<file path="config.mk">
export PLATFORM = sky130hd
export DESIGN_NAME = axil_rd_rr_arbiter
export DESIGN_NICKNAME = d
export VERILOG_FILES = /design/src/rtl/axil_rd_rr_arbiter.sv
export SDC_FILE = /design/constraint.sdc
export NUM_CORES = 1
export LEC_CHECK = 0
export BUFFER_PORTS_ARGS = -buffer_cell sky130_fd_sc_hd__buf_2
export CAP_MARGIN = 5
export CORE_AREA = 8 8 138 140
export DETAILED_ROUTE_END_ITERATION = 6
export DIE_AREA = 0 0 146 148
export MAX_ROUTING_LAYER = met4
export PLACE_DENSITY = 0.61
export SLEW_MARGIN = 20
export SYNTH_ARGS = -nofsm -noshare
export SYNTH_HDL_FRONTEND = slang
export SYNTH_SLANG_ARGS = --single-unit
</file>
<file path="constraint.sdc">
create_clock -name clk -period 2.1 [get_ports clk]
set_clock_uncertainty 0.15 [all_clocks]
set_input_delay 0.21 -clock clk [delete_from_list [all_inputs] [get_ports clk]]
set_output_delay 0.21 -clock clk [all_outputs]
set_load 0.03 [all_outputs]
</file>
<file path="src/rtl/axil_rd_rr_arbiter.sv">
// -----------------------------------------------------------------------------
// axil_rd_rr_arbiter
//
// Shares one AXI4-lite read master port among S_COUNT AXI4-lite read slave
// ports. Arbitration is round-robin, and only one transaction is in flight at
// any time. Every handshake output comes straight from a register.
//
// Optional feature (macro AXIL_RD_ARB_TIMEOUT_EN):
//   If the downstream slave does not return R within TIMEOUT cycles of
//   entering DATA, the requester receives SLVERR with zero data. The arbiter
//   then drains exactly one late R beat before it accepts new work.
//
// Ports:
//   clk, rst            clock (posedge) and synchronous active-high reset
//   s_axil_ar*          per-port read address channel (packed, port 0 in LSBs)
//   s_axil_r*           per-port read data channel; rdata/rresp replicated
//   m_axil_ar*          shared read address channel toward the slave
//   m_axil_r*           shared read data channel from the slave
//   busy                high whenever the FSM is not IDLE
// -----------------------------------------------------------------------------
module axil_rd_rr_arbiter #(
    parameter int S_COUNT    = 4,
    parameter int ADDR_WIDTH = 32,
    parameter int DATA_WIDTH = 32,
    parameter int TIMEOUT    = 1024
) (
    input  logic                          clk,
    input  logic                          rst,

    input  logic [S_COUNT*ADDR_WIDTH-1:0] s_axil_araddr,
    input  logic [S_COUNT*3-1:0]          s_axil_arprot,
    input  logic [S_COUNT-1:0]            s_axil_arvalid,
    output logic [S_COUNT-1:0]            s_axil_arready,
    output logic [S_COUNT*DATA_WIDTH-1:0] s_axil_rdata,
    output logic [S_COUNT*2-1:0]          s_axil_rresp,
    output logic [S_COUNT-1:0]            s_axil_rvalid,
    input  logic [S_COUNT-1:0]            s_axil_rready,

    output logic [ADDR_WIDTH-1:0]         m_axil_araddr,
    output logic [2:0]                    m_axil_arprot,
    output logic                          m_axil_arvalid,
    input  logic                          m_axil_arready,
    input  logic [DATA_WIDTH-1:0]         m_axil_rdata,
    input  logic [1:0]                    m_axil_rresp,
    input  logic                          m_axil_rvalid,
    output logic                          m_axil_rready,

    output logic                          busy
);

    localparam int GW = (S_COUNT > 1) ? $clog2(S_COUNT) : 1;

`ifdef AXIL_RD_ARB_TIMEOUT_EN
    localparam int CW = $clog2(TIMEOUT);

    typedef enum logic [5:0] {
        S_IDLE   = 6'b000001,
        S_ACCEPT = 6'b000010,
        S_ADDR   = 6'b000100,
        S_DATA   = 6'b001000,
        S_RESP   = 6'b010000,
        S_DRAIN  = 6'b100000
    } state_t;
`else
    typedef enum logic [4:0] {
        S_IDLE   = 5'b00001,
        S_ACCEPT = 5'b00010,
        S_ADDR   = 5'b00100,
        S_DATA   = 5'b01000,
        S_RESP   = 5'b10000
    } state_t;
`endif

    state_t                  state_r, state_next_s;
    logic [GW-1:0]           grant_r, grant_next_s;
    logic [GW-1:0]           last_grant_r, last_grant_next_s;
    logic [S_COUNT-1:0]      s_arready_r, s_arready_next_s;
    logic [S_COUNT-1:0]      s_rvalid_r, s_rvalid_next_s;
    logic                    m_arvalid_r, m_arvalid_next_s;
    logic                    m_rready_r, m_rready_next_s;
    logic                    busy_r, busy_next_s;
    logic [ADDR_WIDTH-1:0]   araddr_r, araddr_next_s;
    logic [2:0]              arprot_r, arprot_next_s;
    logic [DATA_WIDTH-1:0]   rdata_r, rdata_next_s;
    logic [1:0]              rresp_r, rresp_next_s;
`ifdef AXIL_RD_ARB_TIMEOUT_EN
    logic [CW-1:0]           tmo_cnt_r, tmo_cnt_next_s;
    logic                    timed_out_r, timed_out_next_s;
`endif

    logic                    req_found_s;
    logic [GW-1:0]           req_grant_s;
    logic [ADDR_WIDTH-1:0]   araddr_arr_s [S_COUNT];
    logic [2:0]              arprot_arr_s [S_COUNT];

    // Port index that is 'ofs+1' places above 'base', wrapping at S_COUNT.
    function automatic logic [GW-1:0] rr_index(input logic [GW-1:0] base, input int ofs);
        rr_index = GW'((int'(base) + 1 + ofs) % S_COUNT);
    endfunction

    for (genvar g = 0; g < S_COUNT; g++) begin : g_unpack
        assign araddr_arr_s[g] = s_axil_araddr[g*ADDR_WIDTH +: ADDR_WIDTH];
        assign arprot_arr_s[g] = s_axil_arprot[g*3 +: 3];
    end

    // Round-robin pick: first requesting port above last_grant_r, wrapping around.
    always_comb begin
        req_found_s = 1'b0;
        req_grant_s = '0;
        for (int i = 0; i < S_COUNT; i++) begin
            if (!req_found_s && s_axil_arvalid[rr_index(last_grant_r, i)]) begin
                req_found_s = 1'b1;
                req_grant_s = rr_index(last_grant_r, i);
            end else begin
                req_found_s = req_found_s;
            end
        end
    end

    // Next-state and next-output logic; every register holds its value unless a state changes it.
    always_comb begin
        state_next_s      = state_r;
        grant_next_s      = grant_r;
        last_grant_next_s = last_grant_r;
        s_arready_next_s  = s_arready_r;
        s_rvalid_next_s   = s_rvalid_r;
        m_arvalid_next_s  = m_arvalid_r;
        m_rready_next_s   = m_rready_r;
        araddr_next_s     = araddr_r;
        arprot_next_s     = arprot_r;
        rdata_next_s      = rdata_r;
        rresp_next_s      = rresp_r;
`ifdef AXIL_RD_ARB_TIMEOUT_EN
        tmo_cnt_next_s    = tmo_cnt_r;
        timed_out_next_s  = timed_out_r;
`endif

        case (state_r)
            S_IDLE: begin
                if (req_found_s) begin
                    grant_next_s                  = req_grant_s;
                    s_arready_next_s              = '0;
                    s_arready_next_s[req_grant_s] = 1'b1;
                    state_next_s                  = S_ACCEPT;
                end else begin
                    state_next_s = S_IDLE;
                end
            end
            S_ACCEPT: begin
                // arready is high during this cycle, so the handshake completes at this edge.
                s_arready_next_s = '0;
                araddr_next_s    = araddr_arr_s[grant_r];
                arprot_next_s    = arprot_arr_s[grant_r];
                m_arvalid_next_s = 1'b1;
                state_next_s     = S_ADDR;
            end
            S_ADDR: begin
                if (m_axil_arready) begin
                    m_arvalid_next_s = 1'b0;
                    m_rready_next_s  = 1'b1;
`ifdef AXIL_RD_ARB_TIMEOUT_EN
                    tmo_cnt_next_s   = '0;
`endif
                    state_next_s     = S_DATA;
                end else begin
                    state_next_s = S_ADDR;
                end
            end
            S_DATA: begin
                if (m_axil_rvalid) begin
                    rdata_next_s              = m_axil_rdata;
                    rresp_next_s              = m_axil_rresp;
                    m_rready_next_s           = 1'b0;
                    s_rvalid_next_s           = '0;
                    s_rvalid_next_s[grant_r]  = 1'b1;
`ifdef AXIL_RD_ARB_TIMEOUT_EN
                    timed_out_next_s          = 1'b0;
`endif
                    state_next_s              = S_RESP;
                end
`ifdef AXIL_RD_ARB_TIMEOUT_EN
                else if (tmo_cnt_r == CW'(TIMEOUT - 1)) begin
                    // Slave went silent: answer the requester with SLVERR.
                    rdata_next_s             = '0;
                    rresp_next_s             = 2'b10;
                    m_rready_next_s          = 1'b0;
                    s_rvalid_next_s          = '0;
                    s_rvalid_next_s[grant_r] = 1'b1;
                    timed_out_next_s         = 1'b1;
                    state_next_s             = S_RESP;
                end else begin
                    tmo_cnt_next_s = tmo_cnt_r + CW'(1);
                end
`else
                else begin
                    state_next_s = S_DATA;
                end
`endif
            end
            S_RESP: begin
                if (s_axil_rready[grant_r]) begin
                    s_rvalid_next_s   = '0;
                    last_grant_next_s = grant_r;
`ifdef AXIL_RD_ARB_TIMEOUT_EN
                    if (timed_out_r) begin
                        // A late beat may still arrive; absorb it before new work.
                        m_rready_next_s = 1'b1;
                        state_next_s    = S_DRAIN;
                    end else begin
                        state_next_s = S_IDLE;
                    end
`else
                    state_next_s = S_IDLE;
`endif
                end else begin
                    state_next_s = S_RESP;
                end
            end
`ifdef AXIL_RD_ARB_TIMEOUT_EN
            S_DRAIN: begin
                if (m_axil_rvalid) begin
                    m_rready_next_s  = 1'b0;
                    timed_out_next_s = 1'b0;
                    state_next_s     = S_IDLE;
                end else begin
                    state_next_s = S_DRAIN;
                end
            end
`endif
            default: begin
                // Illegal encoding: fall back to a quiet IDLE.
                s_arready_next_s = '0;
                s_rvalid_next_s  = '0;
                m_arvalid_next_s = 1'b0;
                m_rready_next_s  = 1'b0;
                state_next_s     = S_IDLE;
            end
        endcase

        busy_next_s = (state_next_s != S_IDLE);
    end

    // State and registered outputs; reset drops any transaction in flight.
    always_ff @(posedge clk) begin
        if (rst) begin
            state_r      <= S_IDLE;
            grant_r      <= '0;
            last_grant_r <= GW'(S_COUNT - 1);
            s_arready_r  <= '0;
            s_rvalid_r   <= '0;
            m_arvalid_r  <= 1'b0;
            m_rready_r   <= 1'b0;
            busy_r       <= 1'b0;
            araddr_r     <= '0;
            arprot_r     <= 3'b000;
            rdata_r      <= '0;
            rresp_r      <= 2'b00;
`ifdef AXIL_RD_ARB_TIMEOUT_EN
            tmo_cnt_r    <= '0;
            timed_out_r  <= 1'b0;
`endif
        end else begin
            state_r      <= state_next_s;
            grant_r      <= grant_next_s;
            last_grant_r <= last_grant_next_s;
            s_arready_r  <= s_arready_next_s;
            s_rvalid_r   <= s_rvalid_next_s;
            m_arvalid_r  <= m_arvalid_next_s;
            m_rready_r   <= m_rready_next_s;
            busy_r       <= busy_next_s;
            araddr_r     <= araddr_next_s;
            arprot_r     <= arprot_next_s;
            rdata_r      <= rdata_next_s;
            rresp_r      <= rresp_next_s;
`ifdef AXIL_RD_ARB_TIMEOUT_EN
            tmo_cnt_r    <= tmo_cnt_next_s;
            timed_out_r  <= timed_out_next_s;
`endif
        end
    end

    assign s_axil_arready = s_arready_r;
    assign s_axil_rvalid  = s_rvalid_r;
    assign s_axil_rdata   = {S_COUNT{rdata_r}};
    assign s_axil_rresp   = {S_COUNT{rresp_r}};
    assign m_axil_araddr  = araddr_r;
    assign m_axil_arprot  = arprot_r;
    assign m_axil_arvalid = m_arvalid_r;
    assign m_axil_rready  = m_rready_r;
    assign busy           = busy_r;

endmodule

</file>
==> results_dict.tcl <==
set metrics [dict create \
    status "finished clean" \
    fp.dieW_um 146 \
    cts-buffers-inserted 9 \
    grt_pass1_vias 5095 \
    grt_max_degree 78 \
    dp_hpwl_um 15100 \
    layout.nets 1036 \
    design.core.area_mm2 0.0169 \
    area_delta_synth_final_pct 38.4 \
    synth_warnings 0 \
    drt_wl_total_um 19200 \
    worstPathMaxFanout 9 \
    root_buffer "clkbuf_16" \
    drc 0 \
    ant_nets 0 \
    grt_overflow 0 \
    clock_latency_ns 0.34 \
    synth-edff-count 0 \
    dieHeight_um 148 \
    netlist_area_mm2 0.00505 \
    numClockSinks 89 \
    place.gp.congestion 0.836 \
    power.density_mw_per_mm2 619 \
    crit_path_start "state_r[0]$_SDFF_PP1_" \
    grt_usage 0.172 \
    rr_endpoint "state_r[0]$_SDFF_PP1_" \
    maxSlewViolCount 0 \
    num_rows 48 \
    synth_flop_cell "dfxtp_1" \
    synth_nets 750 \
    maxCapViolations 0 \
    cts_setup_buffers 0 \
    portBuffers 367 \
    power_frac_comb 0.233 \
    ir_drop_mv 0.342 \
    dieArea_mm2 0.0216 \
    cts_tree "done" \
    mostFrequentLayoutCells "buf_2 (367), nand2_1 (141), dfxtp_1 (87)" \
    avgRoutedWirePerCell_um 17.8 \
    r2r_setup_slack_ns 0.12 \
    clock_tree.buffer_depth 2 \
    antenna_found_initial 0 \
    rsz0062_at_grt "false" \
    diodes 0 \
    fin_crit_ns 1.98 \
    critical_path.max_stage_delay_ns 0.50 \
    switching_share 0.283 \
    hold_violations 0 \
    place_inst 1030 \
    arrival_ns 2.05 \
    p_switching_mw 1.23 \
    clk_pin_slew_ns 0.06 \
    crit_path_end "state_r[0]$_SDFF_PP1_" \
    hold-worst-slack_ns 0.0844 \
    ff2ff_path_depth 4 \
    worst_pin_slew_ns 0.614 \
    crit_buf_inv 0 \
    fmax_ghz 0.506 \
    via_per_inst 4.59 \
    ctsHtreeMaxLevel 3 \
    period_share 0.941 \
    required_ns 2.17 \
    finalSetupViolations 0 \
    start_kind "flip-flop" \
    hold_class "input pin to flip-flop" \
    ys_seq_area_frac 0.352 \
    syn-instance-count 564 \
    grt_pass1_wl_um 28700 \
    cts_resized 0 \
    p_seq_frac 0.414 \
    internal_power_mw 3.10 \
    final_area_mm2 0.00700 \
    ys_types 48 \
    drive_above_1_share 0.515 \
    ys_seq_elements 89 \
    start_util 0.298 \
    setup_tns_ns 0 \
    setup_slack_ns 0.124 \
    avgSynthCellArea_um2 8.96 \
    drt_iter0_drc 179 \
    final_common_cell "buf_2" \
    max_slew_margin 0.590 \
    path_depth 4 \
    crit_slowest_cell "or3b_2" \
    path_cells "or3b_2 > o21a_1 > o211a_1 > or3_1" \
    critPathTopFamily "simple AND/OR/NAND/NOR gates" \
    num_vias 4957 \
    timing.rr.start "state_r[0]$_SDFF_PP1_" \
    fin_cells 1080 \
    num_io_pins 368 \
    synth-async-reset-ratio 0 \
    first_pass_iters 4 \
    fin_util 0.413 \
    p_total_mw 4.33 \
    crit_type "flip-flop to flip-flop" \
    p_clk_frac 0.354 \
    pre_cts_ws_ns 0.130 \
    endpoint_kind "flip-flop" \
    p_leak_nw 3.39 \
    dpl_cell_area_mm2 0.00637 \
]
power groups by stage:
stage | Sequential [mW] | Clock (mW) | Combinational, mW
2_1_floorplan | 1.91 | 0 | 0.530
3_3_place_gp | 1.83 | 0 | 0.964
3_5_place_dp | 1.83 | 0 | 0.970
4_1_cts | 1.79 | 1.60 | 1.02
5_1_grt | 1.80 | 1.66 | 1.09
6_report | 1.79 | 1.53 | 1.01
registers in the layout, indices dropped and copies added (netlist names):
signal          flops
m_axil_araddr      32
rdata_r            32
state_r             5
s_axil_arready      4
s_axil_rvalid       4
m_axil_arprot       3
grant_r             2
last_grant_r        2
rresp_r             2
busy                1
m_axil_arvalid      1
m_axil_rready       1
worst min path at each step:
stage | cells after the start | end | from
floorplan | 2 | rdata_r[0]$_SDFFE_PP0P_ | m_axil_rdata[0]
global placement | 2 | m_axil_arprot[2]$_SDFFE_PP0P_ | m_axil_arprot[2]$_SDFFE_PP0P_
detailed placement | 2 | m_axil_arprot[2]$_SDFFE_PP0P_ | m_axil_arprot[2]$_SDFFE_PP0P_
CTS | 2 | m_axil_araddr[29]$_SDFFE_PP0P_ | rst
global route | 3 | m_axil_rready$_SDFFE_PP0P_ | m_axil_arready
finish | 3 | m_axil_rready$_SDFFE_PP0P_ | m_axil_arready
kinds of logic after synthesis:
kind of cell	count (synthesis)	share of synthesized area
and+or+nand+nor	194	0.171
muxes	42	0.172
xor gates and xnor gates	1	0.00173
AOI/OAI and AO/OA	96	0.109
buffers and inverters	142	0.193
DFF	89	0.352
synth_stat cells, drive strengths merged, types with 2 or more instances:
master	n	area share
a211o	2	0.0035
a21o	3	0.0045
a21oi	73	0.072
a22o	2	0.0035
a22oi	2	0.0030
a32o	2	0.0040
and3	2	0.0025
buf	121	0.18
clkbuf	17	0.013
dfxtp	89	0.35
inv	4	0.0030
mux2i	6	0.012
mux4	36	0.16
nand2	141	0.10
nand2b	9	0.011
nand3	3	0.0030
nand3b	2	0.0030
nor2	9	0.0082
nor2b	3	0.0037
nor3	10	0.011
nor4	2	0.0025
o2111ai	2	0.0035
or3	2	0.0025
or4b	4	0.0087
worst reg2reg max path: cells and delay by family (launching register included):
family | cells | cell delay, ns
simple gates | 2 | 0.88
flops | 1 | 0.45
compound gates | 2 | 0.38
cell type report:
type | count | area, um2
clock inverters | 6 | 41.3
multi-input cells | 333 | 2300
inverters | 4 | 15.0
repair buffers | 413 | 2330
well taps | 225 | 282
fillers | 1707 | 9940
clock buffers | 10 | 239
flip-flops and latches | 89 | 1780
routing by layer:
metal	wire [um]	global-route usage
met1	7580	0.186
met2	9400	0.285
met3	1820	0.0676
met4	365	0.0613
met5	0	-
timing repair:
action	CTS	global route
hold endpoints to repair	34	0
hold buffers	34	0
setup endpoints to repair	0	0
Note: power is estimated with default switching activity, not from simulation.
